==> config.mk <==
export PLATFORM = sky130hd
export DESIGN_NAME = mem_arbiter
export DESIGN_NICKNAME = d
export VERILOG_FILES = /design/src/rtl/mem_arbiter.sv
export SDC_FILE = /design/constraint.sdc
export NUM_CORES = 1
export LEC_CHECK = 0
export CELL_PAD_IN_SITES_DETAIL_PLACEMENT = 1
export CELL_PAD_IN_SITES_GLOBAL_PLACEMENT = 2
export CORE_MARGIN = 2
export CORE_UTILIZATION = 28
export CTS_CLUSTER_SIZE = 40
export DETAILED_ROUTE_END_ITERATION = 8
export GPL_TIMING_DRIVEN = 0
export PLACE_DENSITY = 0.91
export SLEW_MARGIN = 15
export SYNTH_ARGS = -nofsm -noshare
export SYNTH_HDL_FRONTEND = slang
export SYNTH_SLANG_ARGS = --single-unit
==> constraint.sdc <==
create_clock -name clk -period 7.06 [get_ports clk]
set_input_delay 1.059 -clock clk [delete_from_list [all_inputs] [get_ports clk]]
set_output_delay 1.059 -clock clk [all_outputs]
set_load 0.03 [all_outputs]
==> src/rtl/mem_arbiter.sv <==
// rtl/mem_arbiter.sv - fetch/data arbiter for a shared single-port memory
// Alternates grants under contention and aborts a hung access after TIMEOUT busy cycles.
module mem_arbiter #(
  parameter int WORD    = 32,
  parameter int TIMEOUT = 255
) (
  input  logic            clk,
  input  logic            reset,
  input  logic            ireq,
  input  logic [WORD-1:0] iaddr,
  output logic [WORD-1:0] irdata,
  output logic            ivalid,
  input  logic            dreq,
  input  logic            dwe,
  input  logic [WORD-1:0] daddr,
  input  logic [WORD-1:0] dwdata,
  output logic [WORD-1:0] drdata,
  output logic            dvalid,
  output logic            mreq,
  output logic            mwe,
  output logic [WORD-1:0] maddr,
  output logic [WORD-1:0] mwdata,
  input  logic            mready,
  input  logic [WORD-1:0] mrdata,
  output logic            stallF,
  output logic            stallM,
  output logic            err
);

  localparam int CW = (TIMEOUT < 2) ? 1 : $clog2(TIMEOUT);
  localparam logic [CW-1:0] LIMIT = CW'(TIMEOUT - 1);

  typedef enum logic [1:0] {IDLE, IBUSY, DBUSY} state_t;

  state_t          state, next_state;
  logic            last_d;
  logic [CW-1:0]   cnt;
  logic [WORD-1:0] addr_q;
  logic [WORD-1:0] wdata_q;
  logic            we_q;

  logic i_elig, d_elig, busy, expired, done, grant_i, grant_d;

  // A requester whose valid is high this cycle is finishing, not asking again.
  assign i_elig  = ireq & ~ivalid;
  assign d_elig  = dreq & ~dvalid;
  assign busy    = (state != IDLE);
  assign expired = busy & ~mready & (cnt == LIMIT);
  assign done    = busy & (mready | expired);

  always_ff @(posedge clk or posedge reset) begin
    if (reset) state <= IDLE;
    else       state <= next_state;
  end

  always_comb begin
    next_state = state;
    grant_i    = 1'b0;
    grant_d    = 1'b0;
    case (state)
      IDLE: begin
        if (d_elig && (!i_elig || !last_d)) begin
          grant_d    = 1'b1;
          next_state = DBUSY;
        end else if (i_elig) begin
          grant_i    = 1'b1;
          next_state = IBUSY;
        end
      end
      IBUSY, DBUSY: begin
        if (done) next_state = IDLE;
      end
      default: next_state = IDLE;
    endcase
  end

  always_ff @(posedge clk or posedge reset) begin
    if (reset) begin
      last_d  <= 1'b0;
      cnt     <= '0;
      addr_q  <= '0;
      wdata_q <= '0;
      we_q    <= 1'b0;
      irdata  <= '0;
      drdata  <= '0;
      ivalid  <= 1'b0;
      dvalid  <= 1'b0;
      err     <= 1'b0;
    end else begin
      ivalid <= 1'b0;
      dvalid <= 1'b0;
      if (grant_i) begin
        last_d  <= 1'b0;
        addr_q  <= iaddr;
        wdata_q <= '0;
        we_q    <= 1'b0;
        cnt     <= '0;
      end else if (grant_d) begin
        last_d  <= 1'b1;
        addr_q  <= daddr;
        wdata_q <= dwdata;
        we_q    <= dwe;
        cnt     <= '0;
      end else if (busy && !done) begin
        cnt <= cnt + 1'b1;
      end
      if (expired) err <= 1'b1;
      if (done && state == IBUSY) begin
        ivalid <= 1'b1;
        irdata <= mready ? mrdata : '0;
      end
      // A write leaves drdata alone; an aborted access returns zero.
      if (done && state == DBUSY) begin
        dvalid <= 1'b1;
        if (!mready)    drdata <= '0;
        else if (!we_q) drdata <= mrdata;
      end
    end
  end

  assign mreq   = busy;
  assign mwe    = busy & we_q;
  assign maddr  = addr_q;
  assign mwdata = wdata_q;
  assign stallF = ireq & ~ivalid;
  assign stallM = dreq & ~dvalid;

endmodule

==> results of run 1 <==
[flip-flops by register name, indices dropped and copies added, names as in the netlist]
name	cells
cnt	8
drdata	32
dvalid	1
err	1
irdata	32
ivalid	1
last_d	1
maddr	32
mwdata	32
state	2
we_q	1
[how the worst max path moves through the flow]
| stage | from | end | slack [ns] |
|---|---|---|---|
| floorplan | reset | cnt[0] | 2.16 |
| global placement | reset | mwdata[26] | -0.23 |
| CTS | ireq | stallF | 3.30 |
| global route | ireq | stallF | 3.23 |
| detailed placement | ireq | stallF | 3.31 |
| finish | ireq | stallF | 3.31 |
[cell usage in the layout (no fill, tap or decap), drive strengths merged, types with 2 or more instances in the layout]
master	instances
clkdlybuf4s50	268
dfrtp	143
a22o	122
inv	43
clkbuf	39
nand2	37
a21o	33
mux2i	33
buf	21
nand3	8
ha	5
o21ai	5
clkinvlp	4
clkinv	4
o211ai	3
bufinv	3
nor2b	2
a211o	2
o31ai	2
nor2	2
a21oi	2
[power groups by stage]
| stage | registers, mW | logic [mW] | clock network [mW] |
|---|---|---|---|
| global route | 1.48 | 2.68 | 1.01 |
| global placement | 1.42 | 2.51 | 0 |
| floorplan | 2.13 | 0.734 | 0 |
| detailed placement | 1.43 | 2.55 | 0 |
| CTS | 1.44 | 2.57 | 0.969 |
| finish | 1.43 | 2.53 | 0.947 |
[final cells by class]
cell class	count	area share (%)
multi-input combinational	270	21.7
tap	275	3.53
timing repair buffer	269	27.8
inverter	41	1.66
clock inverter	13	1.66
buffer	40	2.21
clock buffer	19	4.65
sequential	143	36.7
[through the flow]
stage / instance area (um^2) / utilization [%]
2_1_floorplan: 6060 / -
3_3_place_gp: 9090 / 43.0
3_5_place_dp: 9120 / 43.1
4_1_cts: 9740 / 46.0
5_1_grt: 9740 / 46.0
6_report: 9740 / 46.0
[critical path: stages]
cell and delay [ns]:
clkdlybuf4s50_1 0.47, nor2b_1 0.39, clkdlybuf4s50_1 0.77
[metal layers]
layer | up-vias | GRT usage (%)
met3 | 36 | 4.85
met2 | 157 | 30.3
met1 | 2622 | 23.5
li1 | 2374 | -
met5 | - | 0
met4 | 0 | 7.38
[logic make-up (layout without fill, tap and decap cells)]
group	count (synthesis)	count (layout)	share of synthesized area [%]
compound gates	173	173	23.9
flops	143	143	59.0
buf+inv	81	382	6.09
simple gates	58	58	4.33
mux	33	33	5.45
fa+ha+maj	5	5	1.03
xor+xnor	1	1	0.145
==> results.sh, run 1 <==
export IMPL_total_power_mw=4.91
export IMPL_clk_path_buf_depth=2
export IMPL_io_buffers=268
export IMPL_sequential_cell_area_mm2=0.00358
export IMPL_synth_area_mm2=0.00606
export IMPL_whs_endpoint="cnt[5]"
export IMPL_worst_setup_path_type="primary input to primary output"
export IMPL_drive_above_1_share_pct=7.30
export IMPL_status="complete, no violations"
export IMPL_die_h_um=151
export IMPL_synth_seq_area_share_pct=59.0
export IMPL_switchingPower_mw=2.03
export IMPL_die_area_mm2=0.0228
export IMPL_cp_end_kind="primary output"
export IMPL_wl_met2_mm=10.5
export IMPL_wirelength_mm=21.1
export IMPL_die_x_um=151
export IMPL_drv_cap=0
export IMPL_path_clk_slew_ns=0.06
export IMPL_r2r_end="maddr[22]"
export IMPL_setup_viol=0
export IMPL_synth_top_cell_by_area="dfrtp_1"
export IMPL_cts_root_buf="clkbuf_16"
export IMPL_grt_pass1_wl_mm=32.3
export IMPL_rr_startpoint="state[0]"
export IMPL_min_delay_path_class="flip-flop to flip-flop"
export IMPL_cts_repair_resized=0
export IMPL_vdd_drop_max_uv=174
export IMPL_start_util_pct=28.7
export IMPL_holdWs_ns=0.484
export IMPL_fin_ws_ns=3.31
export IMPL_slew_viol_final=0
export IMPL_antenna_found_initial=0
export IMPL_dr_wl_met3_mm=1.13
export IMPL_syn_inst=494
export IMPL_tightestPinTransition_ns=0.619
export IMPL_p_sw_share_pct=41.3
export IMPL_synth_area_top_cells="dfrtp_1, a22o_1, mux2i_1, a21o_1, inv_1"
export IMPL_holdPathStages=1
export IMPL_grt_total_usage_pct=18.6
export IMPL_synth_edff_count=0
export IMPL_hp_start="cnt[5]"
export IMPL_synthesis_area_per_instance_um2=12.3
export IMPL_maxUsedRoutingLayer="met4"
export IMPL_grt_overflow=0
export IMPL_multi_input_area_mm2=0.00211
export IMPL_pwr_share_clk_pct=19.3
export IMPL_ant_nets=0
export IMPL_finalHoldViolations=0
export IMPL_clock_latency_ns=0.42
export IMPL_postCtsHoldBufs=0
export IMPL_cp_max_fo=5
export IMPL_timing_reg2reg_setup_slack_ns=4.94
export IMPL_power_density_mw_per_mm2=504
export IMPL_vias=5189
export IMPL_worstSetupStartpointType="primary input"
export IMPL_synth_distinct_cells=35
export IMPL_dr_pass1_iters=4
export IMPL_seqPwrFrac_pct=29.2
export IMPL_diodes=0
export IMPL_nNetsFinal=921
export IMPL_drc=0
export IMPL_dp_cells=1038
export IMPL_worstPathRequired_ns=6.00
export IMPL_setup_tns_ns=0
export IMPL_slew_headroom_pct=58.7
export IMPL_tritoncts="done"
export IMPL_cts_setup_buffers=0
export IMPL_yosysTopAreaCellShare_pct=59.0
export IMPL_cts_sinks=143
export IMPL_met1_length_mm=8.82
export IMPL_wl_per_cell_um=19.7
export IMPL_min_period_over_period_pct=53.1
export IMPL_layout_cells_non_filler=1070
export IMPL_viasPerCell=4.85
export IMPL_place_congestion=0.825
export IMPL_core_area_mm2=0.0212
export IMPL_fill_cells=2267
export IMPL_fmaxAchievable_mhz=267
export IMPL_yosysMostFrequentCell="dfrtp_1"
export IMPL_async_flop_share_pct=100
export IMPL_ys_ff_latch=143
export IMPL_grt_pass1_vias=5654
export IMPL_finalClockSkew_ns=0.00791
export IMPL_place_ws_ns=3.31
export IMPL_htree_num_levels=4
export IMPL_num_rows=53
export IMPL_grt_setup_unrepaired="false"
export IMPL_r2r_cells=8
export IMPL_grt_max_degree=77
export IMPL_first_iter_violations=145
export IMPL_cp_arrival_ns=2.69
export IMPL_num_io_pins=269
export IMPL_power_internal_mw=2.88
export IMPL_synth_common_cells="dfrtp_1, a22o_1, inv_1"
export IMPL_hpwl_mm=15.3
export IMPL_synth_nets=633
export IMPL_cts_buffers=17
export IMPL_synth_flop_cell="dfrtp_1"
export IMPL_share_comb_of_total_power_pct=51.6
export IMPL_p_leak_nw=4.40
export IMPL_fin_crit_ns=3.75
export IMPL_ys_warn_count=0
export IMPL_areaGrowthSynthToFinish_pct=60.6
No activity file was read; power rests on OpenSTA's default activity.
==> run 2: changes to the inputs <==
--- a/config.mk
+++ b/config.mk
@@ -8,11 +8,11 @@
 export CELL_PAD_IN_SITES_DETAIL_PLACEMENT = 1
 export CELL_PAD_IN_SITES_GLOBAL_PLACEMENT = 2
 export CORE_MARGIN = 2
-export CORE_UTILIZATION = 28
+export CORE_UTILIZATION = 26
 export CTS_CLUSTER_SIZE = 40
 export DETAILED_ROUTE_END_ITERATION = 8
 export GPL_TIMING_DRIVEN = 0
-export PLACE_DENSITY = 0.91
+export PLACE_DENSITY = 0.86
 export SLEW_MARGIN = 15
 export SYNTH_ARGS = -nofsm -noshare
 export SYNTH_HDL_FRONTEND = slang
==> constraint.sdc (replaced) <==
create_clock -name clk -period 3.84 [get_ports clk]
set_input_delay 0.576 -clock clk [delete_from_list [all_inputs] [get_ports clk]]
set_output_delay 0.576 -clock clk [all_outputs]
set_load 0.03 [all_outputs]
==> results.sh, run 2 (same netlist as run 1, synthesis figures left out) <==
export IMPL_cts_root_buf="clkbuf_16"
export IMPL_drc=0
export IMPL_dpl_cell_area_mm2=0.00922
export IMPL_power_density_mw_per_mm2=925
export IMPL_antenna_found_initial=0
export IMPL_fin_area_mm2=0.00988
export IMPL_fill_cells=2466
export IMPL_num_rows=55
export IMPL_fmaxAchievable_mhz=323
export IMPL_holdPathStages=1
export IMPL_die_h_um=157
export IMPL_place_congestion=0.753
export IMPL_tightestPinTransition_ns=0.683
export IMPL_grt_max_degree=36
export IMPL_min_delay_path_class="flip-flop to flip-flop"
export IMPL_p_leak_nw=4.44
export IMPL_start_util_pct=26.6
export IMPL_postCtsHoldBufs=0
export IMPL_hpwl_mm=15.2
export IMPL_hp_start="cnt[5]"
export IMPL_grt_overflow=0
export IMPL_r2r_cells=8
export IMPL_num_io_pins=269
export IMPL_grt_pass1_vias=5589
export IMPL_diodes=0
export IMPL_total_power_mw=9.14
export IMPL_nNetsFinal=924
export IMPL_finalClockSkew_ns=0.0114
export IMPL_die_x_um=157
export IMPL_timing_reg2reg_setup_slack_ns=1.81
export IMPL_status="complete, no violations"
export IMPL_worst_setup_path_type="flip-flop to primary output"
export IMPL_cp_max_fo=10
export IMPL_slew_headroom_pct=54.3
export IMPL_die_area_mm2=0.0246
export IMPL_dr_pass1_iters=4
export IMPL_io_buffers=268
export IMPL_crit_start="we_q"
export IMPL_cts_sinks=143
export IMPL_areaGrowthSynthToFinish_pct=62.9
export IMPL_drive_above_1_share_pct=7.16
export IMPL_first_iter_violations=208
export IMPL_cts_buffers=17
export IMPL_drv_cap=0
export IMPL_cp_arrival_ns=2.52
export IMPL_ant_nets=0
export IMPL_final_util_pct=43.4
export IMPL_grt_total_usage_pct=16.7
export IMPL_wirelength_mm=20.4
export IMPL_grt_pass1_wl_mm=31.6
export IMPL_worstPathRequired_ns=3.26
export IMPL_whs_endpoint="cnt[5]"
export IMPL_core_area_mm2=0.0228
export IMPL_worstSetupStartpointType="flip-flop"
export IMPL_fin_ws_ns=0.747
export IMPL_viasPerCell=4.66
export IMPL_cts_repair_resized=0
export IMPL_cts_setup_buffers=0
export IMPL_rr_startpoint="state[0]"
export IMPL_path_clk_slew_ns=0.06
export IMPL_min_period_over_period_pct=80.5
export IMPL_vias=5168
export IMPL_htree_num_levels=4
export IMPL_wl_per_cell_um=18.4
export IMPL_place_ws_ns=1.11
export IMPL_fin_crit_ns=3.09
export IMPL_setup_viol=0
export IMPL_slew_viol_final=0
export IMPL_grt_setup_unrepaired="false"
export IMPL_clk_path_buf_depth=2
export IMPL_vdd_drop_max_uv=423
export IMPL_tritoncts="done"
export IMPL_r2r_end="maddr[0]"
export IMPL_finalHoldViolations=0
export IMPL_clock_latency_ns=0.42
export IMPL_cp_end_kind="primary output"
export IMPL_final_cell_mix="clkdlybuf4s50_1, dfrtp_1, a22o_1, inv_1, nand2_1"
export IMPL_layout_commonest_cell="clkdlybuf4s50_1"
run 2: changes by cell type in the layout (fill, tap and decap cells not counted), sizes merged:
cell | previous run | this run
buf | 21 | 24
bufinv | 3 | 6
clkbuf | 39 | 40
clkinv | 4 | 2
clkinvlp | 4 | 2
inv | 43 | 41
run 2: where the power goes:
part	internal [mW]	leakage (nW)	total, mW	switching (mW)
Clock	1.23	0.317	1.89	0.658
Combinational	2.05	2.36	4.62	2.57
Sequential	2.20	1.77	2.63	0.433
Total	5.48	4.44	9.14	3.66
run 2: worst max-delay path by stage:
stage / slack [ns] / to
final: 0.75 / mwe
after global routing: 0.55 / mwe
after CTS: 0.69 / mwe
after detailed placement: 1.11 / stallF
after global placement: -0.03 / drdata[3]
after floorplan: 1.47 / cnt[0]
run 2: worst max-delay path: stages, from the launching register on:
cell and delay, ns:
dfrtp_1 0.32, clkbuf_1 0.33, clkbuf_1 0.52, nor2b_1 0.21, clkdlybuf4s50_1 0.72
run 2: per-layer routing:
layer,share of wire (%),vias up,track usage [%]
met1,44,2607,21.3
met5,0,-,0
met3,6.8,20,5.26
met2,48,174,27.1
met4,1.7,0,5.11
li1,-,2367,-
run 2: layout make-up:
class                      count  area, um^2  area share [%]
sequential                   143        3580            36.2
timing repair buffer         272        2760            28.0
multi-input combinational    270        2110            21.4
clock buffer                  20         447            4.52
tap                          313         392            3.97
buffer                        40         215            2.18
clock inverter                10         210            2.13
inverter                      41         158            1.60
run 2: per-stage QoR:
step / hold WS, ns / instances / setup TNS, ns
6_report: 0.484 / 1109 / 0
5_1_grt: 0.517 / 1109 / 0
4_1_cts: 0.485 / 1109 / 0
3_5_place_dp: 0.476 / 1079 / 0
3_3_place_gp: 0.464 / 1075 / -3.00
2_1_floorplan: 0.448 / 494 / 0
==> run 3: changes to the inputs <==
--- a/config.mk
+++ b/config.mk
@@ -8,11 +8,11 @@
 export CELL_PAD_IN_SITES_DETAIL_PLACEMENT = 1
 export CELL_PAD_IN_SITES_GLOBAL_PLACEMENT = 2
 export CORE_MARGIN = 2
-export CORE_UTILIZATION = 26
+export CORE_UTILIZATION = 23
 export CTS_CLUSTER_SIZE = 40
 export DETAILED_ROUTE_END_ITERATION = 8
 export GPL_TIMING_DRIVEN = 0
-export PLACE_DENSITY = 0.86
+export PLACE_DENSITY = 0.81
 export SLEW_MARGIN = 15
 export SYNTH_ARGS = -nofsm -noshare
 export SYNTH_HDL_FRONTEND = slang
==> constraint.sdc (replaced) <==
create_clock -name clk -period 2.6 [get_ports clk]
set_input_delay 0.39 -clock clk [delete_from_list [all_inputs] [get_ports clk]]
set_output_delay 0.39 -clock clk [all_outputs]
set_load 0.03 [all_outputs]
==> results.sh, run 3 (same netlist as run 1, synthesis figures left out) <==
export IMPL_worst_setup_path_type="primary input to primary output"
export IMPL_rr_startpoint="cnt[0]"
export IMPL_io_buffers=268
export IMPL_grt_max_degree=35
export IMPL_setup_viol=0
export IMPL_areaGrowthSynthToFinish_pct=62.6
export IMPL_drc=0
export IMPL_wirelength_mm=22.1
export IMPL_switchingPower_mw=5.59
export IMPL_share_comb_of_total_power_pct=52.0
export IMPL_min_delay_path_class="primary input to async pin"
export IMPL_num_io_pins=269
export IMPL_drv_cap=0
export IMPL_worstPathRequired_ns=2.21
export IMPL_r2r_cells=7
export IMPL_vias=5186
export IMPL_p_sw_share_pct=42.3
export IMPL_drive_above_1_share_pct=7.76
export IMPL_cts_root_buf="clkbuf_16"
export IMPL_power_internal_mw=7.64
export IMPL_dp_cells=1102
export IMPL_start_util_pct=23.3
export IMPL_tightestPinTransition_ns=0.627
export IMPL_finalHoldViolations=0
export IMPL_dpl_cell_area_mm2=0.00928
export IMPL_ant_nets=0
export IMPL_hpwl_mm=16.4
export IMPL_fin_area_mm2=0.00986
export IMPL_layout_commonest_cell="clkdlybuf4s50_1"
export IMPL_power_density_mw_per_mm2=1340
export IMPL_status="complete, no violations"
export IMPL_path_clk_slew_ns=0.07
export IMPL_dr_pass1_iters=4
export IMPL_vdd_drop_max_uv=543
export IMPL_fin_crit_ns=2.49
export IMPL_viasPerCell=4.57
export IMPL_postCtsHoldBufs=0
export IMPL_htree_num_levels=4
export IMPL_final_util_pct=37.9
export IMPL_core_area_mm2=0.0260
export IMPL_p_leak_nw=4.43
export IMPL_slew_viol_final=0
export IMPL_multi_input_area_mm2=0.00211
export IMPL_grt_pass1_vias=5730
export IMPL_grt_pass1_wl_mm=34.4
export IMPL_diodes=0
export IMPL_antenna_found_initial=0
export IMPL_fmaxAchievable_mhz=401
export IMPL_clk_path_buf_depth=2
export IMPL_cp_end_kind="primary output"
export IMPL_die_h_um=166
export IMPL_worstSetupStartpointType="primary input"
export IMPL_nNetsFinal=925
export IMPL_cp_max_fo=5
export IMPL_cts_setup_buffers=0
export IMPL_r2r_end="drdata[1]"
export IMPL_place_congestion=0.753
export IMPL_cts_sinks=143
export IMPL_slew_headroom_pct=58.2
export IMPL_sequential_cell_area_mm2=0.00358
export IMPL_grt_overflow=0
export IMPL_final_cell_mix="clkdlybuf4s50_1, dfrtp_1, a22o_1, inv_1, nand2_1"
export IMPL_num_rows=59
export IMPL_first_iter_violations=224
export IMPL_die_x_um=166
export IMPL_die_area_mm2=0.0277
export IMPL_clock_latency_ns=0.41
export IMPL_total_power_mw=13.2
export IMPL_min_period_over_period_pct=95.8
export IMPL_timing_reg2reg_setup_slack_ns=0.43
export IMPL_cp_arrival_ns=2.10
export IMPL_finalClockSkew_ns=0.0134
export IMPL_pwr_share_clk_pct=18.5
export IMPL_cts_buffers=17
export IMPL_wl_per_cell_um=19.5
export IMPL_tritoncts="done"
export IMPL_seqPwrFrac_pct=29.5
export IMPL_layout_cells_non_filler=1134
export IMPL_grt_total_usage_pct=15.8
export IMPL_fill_cells=2843
export IMPL_grt_setup_unrepaired="false"
[run 3: cell type report]
cell class / instances / area share (%)
well taps: 335 / 4.25
flip-flops and latches: 143 / 36.3
inverters: 41 / 1.60
clock inverters: 14 / 1.51
multi-input cells: 270 / 21.5
plain buffers: 40 / 2.20
clock buffers: 18 / 4.35
repair buffers: 273 / 28.3
[run 3: what timing repair did]
item	4_1_cts	5_1_grt
resized for setup	2	1
hold endpoints to repair	0	0
endpoints found under the setup margin	1	1
[run 3: worst max-delay path by stage]
stage	slack (ns)	cells past startpoint	to	start
floorplan	0.42	1	cnt[0]	reset
global placement	-1.15	2	mwdata[29]	reset
detailed placement	0.08	6	maddr[23]	ireq
CTS	0.02	5	mreq	state[0]
global route	0.005	4	mwe	we_q
finish	0.11	3	stallF	ireq
[run 3: power groups by stage]
| stage | Sequential [mW] | Combinational, mW | Clock, mW |
|---|---|---|---|
| global route | 4.05 | 7.31 | 2.63 |
| CTS | 3.91 | 7.00 | 2.55 |
| floorplan | 5.79 | 1.99 | 0 |
| detailed placement | 3.92 | 6.97 | 0 |
| global placement | 3.89 | 6.86 | 0 |
| finish | 3.91 | 6.87 | 2.45 |
[run 3: worst max-delay path, stage by stage]
cell and delay, ns:
clkdlybuf4s50_1 0.45, nor2b_1 0.45, clkdlybuf4s50_1 0.81
[run 3: layer usage]
| metal | up-vias | GRT usage [%] | wire, um |
|---|---|---|---|
| met4 | 0 | 2.47 | 90 |
| met2 | 203 | 26.0 | 10400 |
| met3 | 6 | 6.84 | 2120 |
| li1 | 2366 | - | - |
| met5 | - | 0 | 0 |
| met1 | 2611 | 19.7 | 9530 |
[run 3: metrics by stage]
stage	setup WS (ns)	hold WS (ns)	setup TNS [ns]
after global routing	0.00450	0.380	0
final	0.109	0.364	0
after global placement	-1.15	0.462	-162.26
after CTS	0.0225	0.357	0
after detailed placement	0.0782	0.461	0
after floorplan	0.419	0.448	0
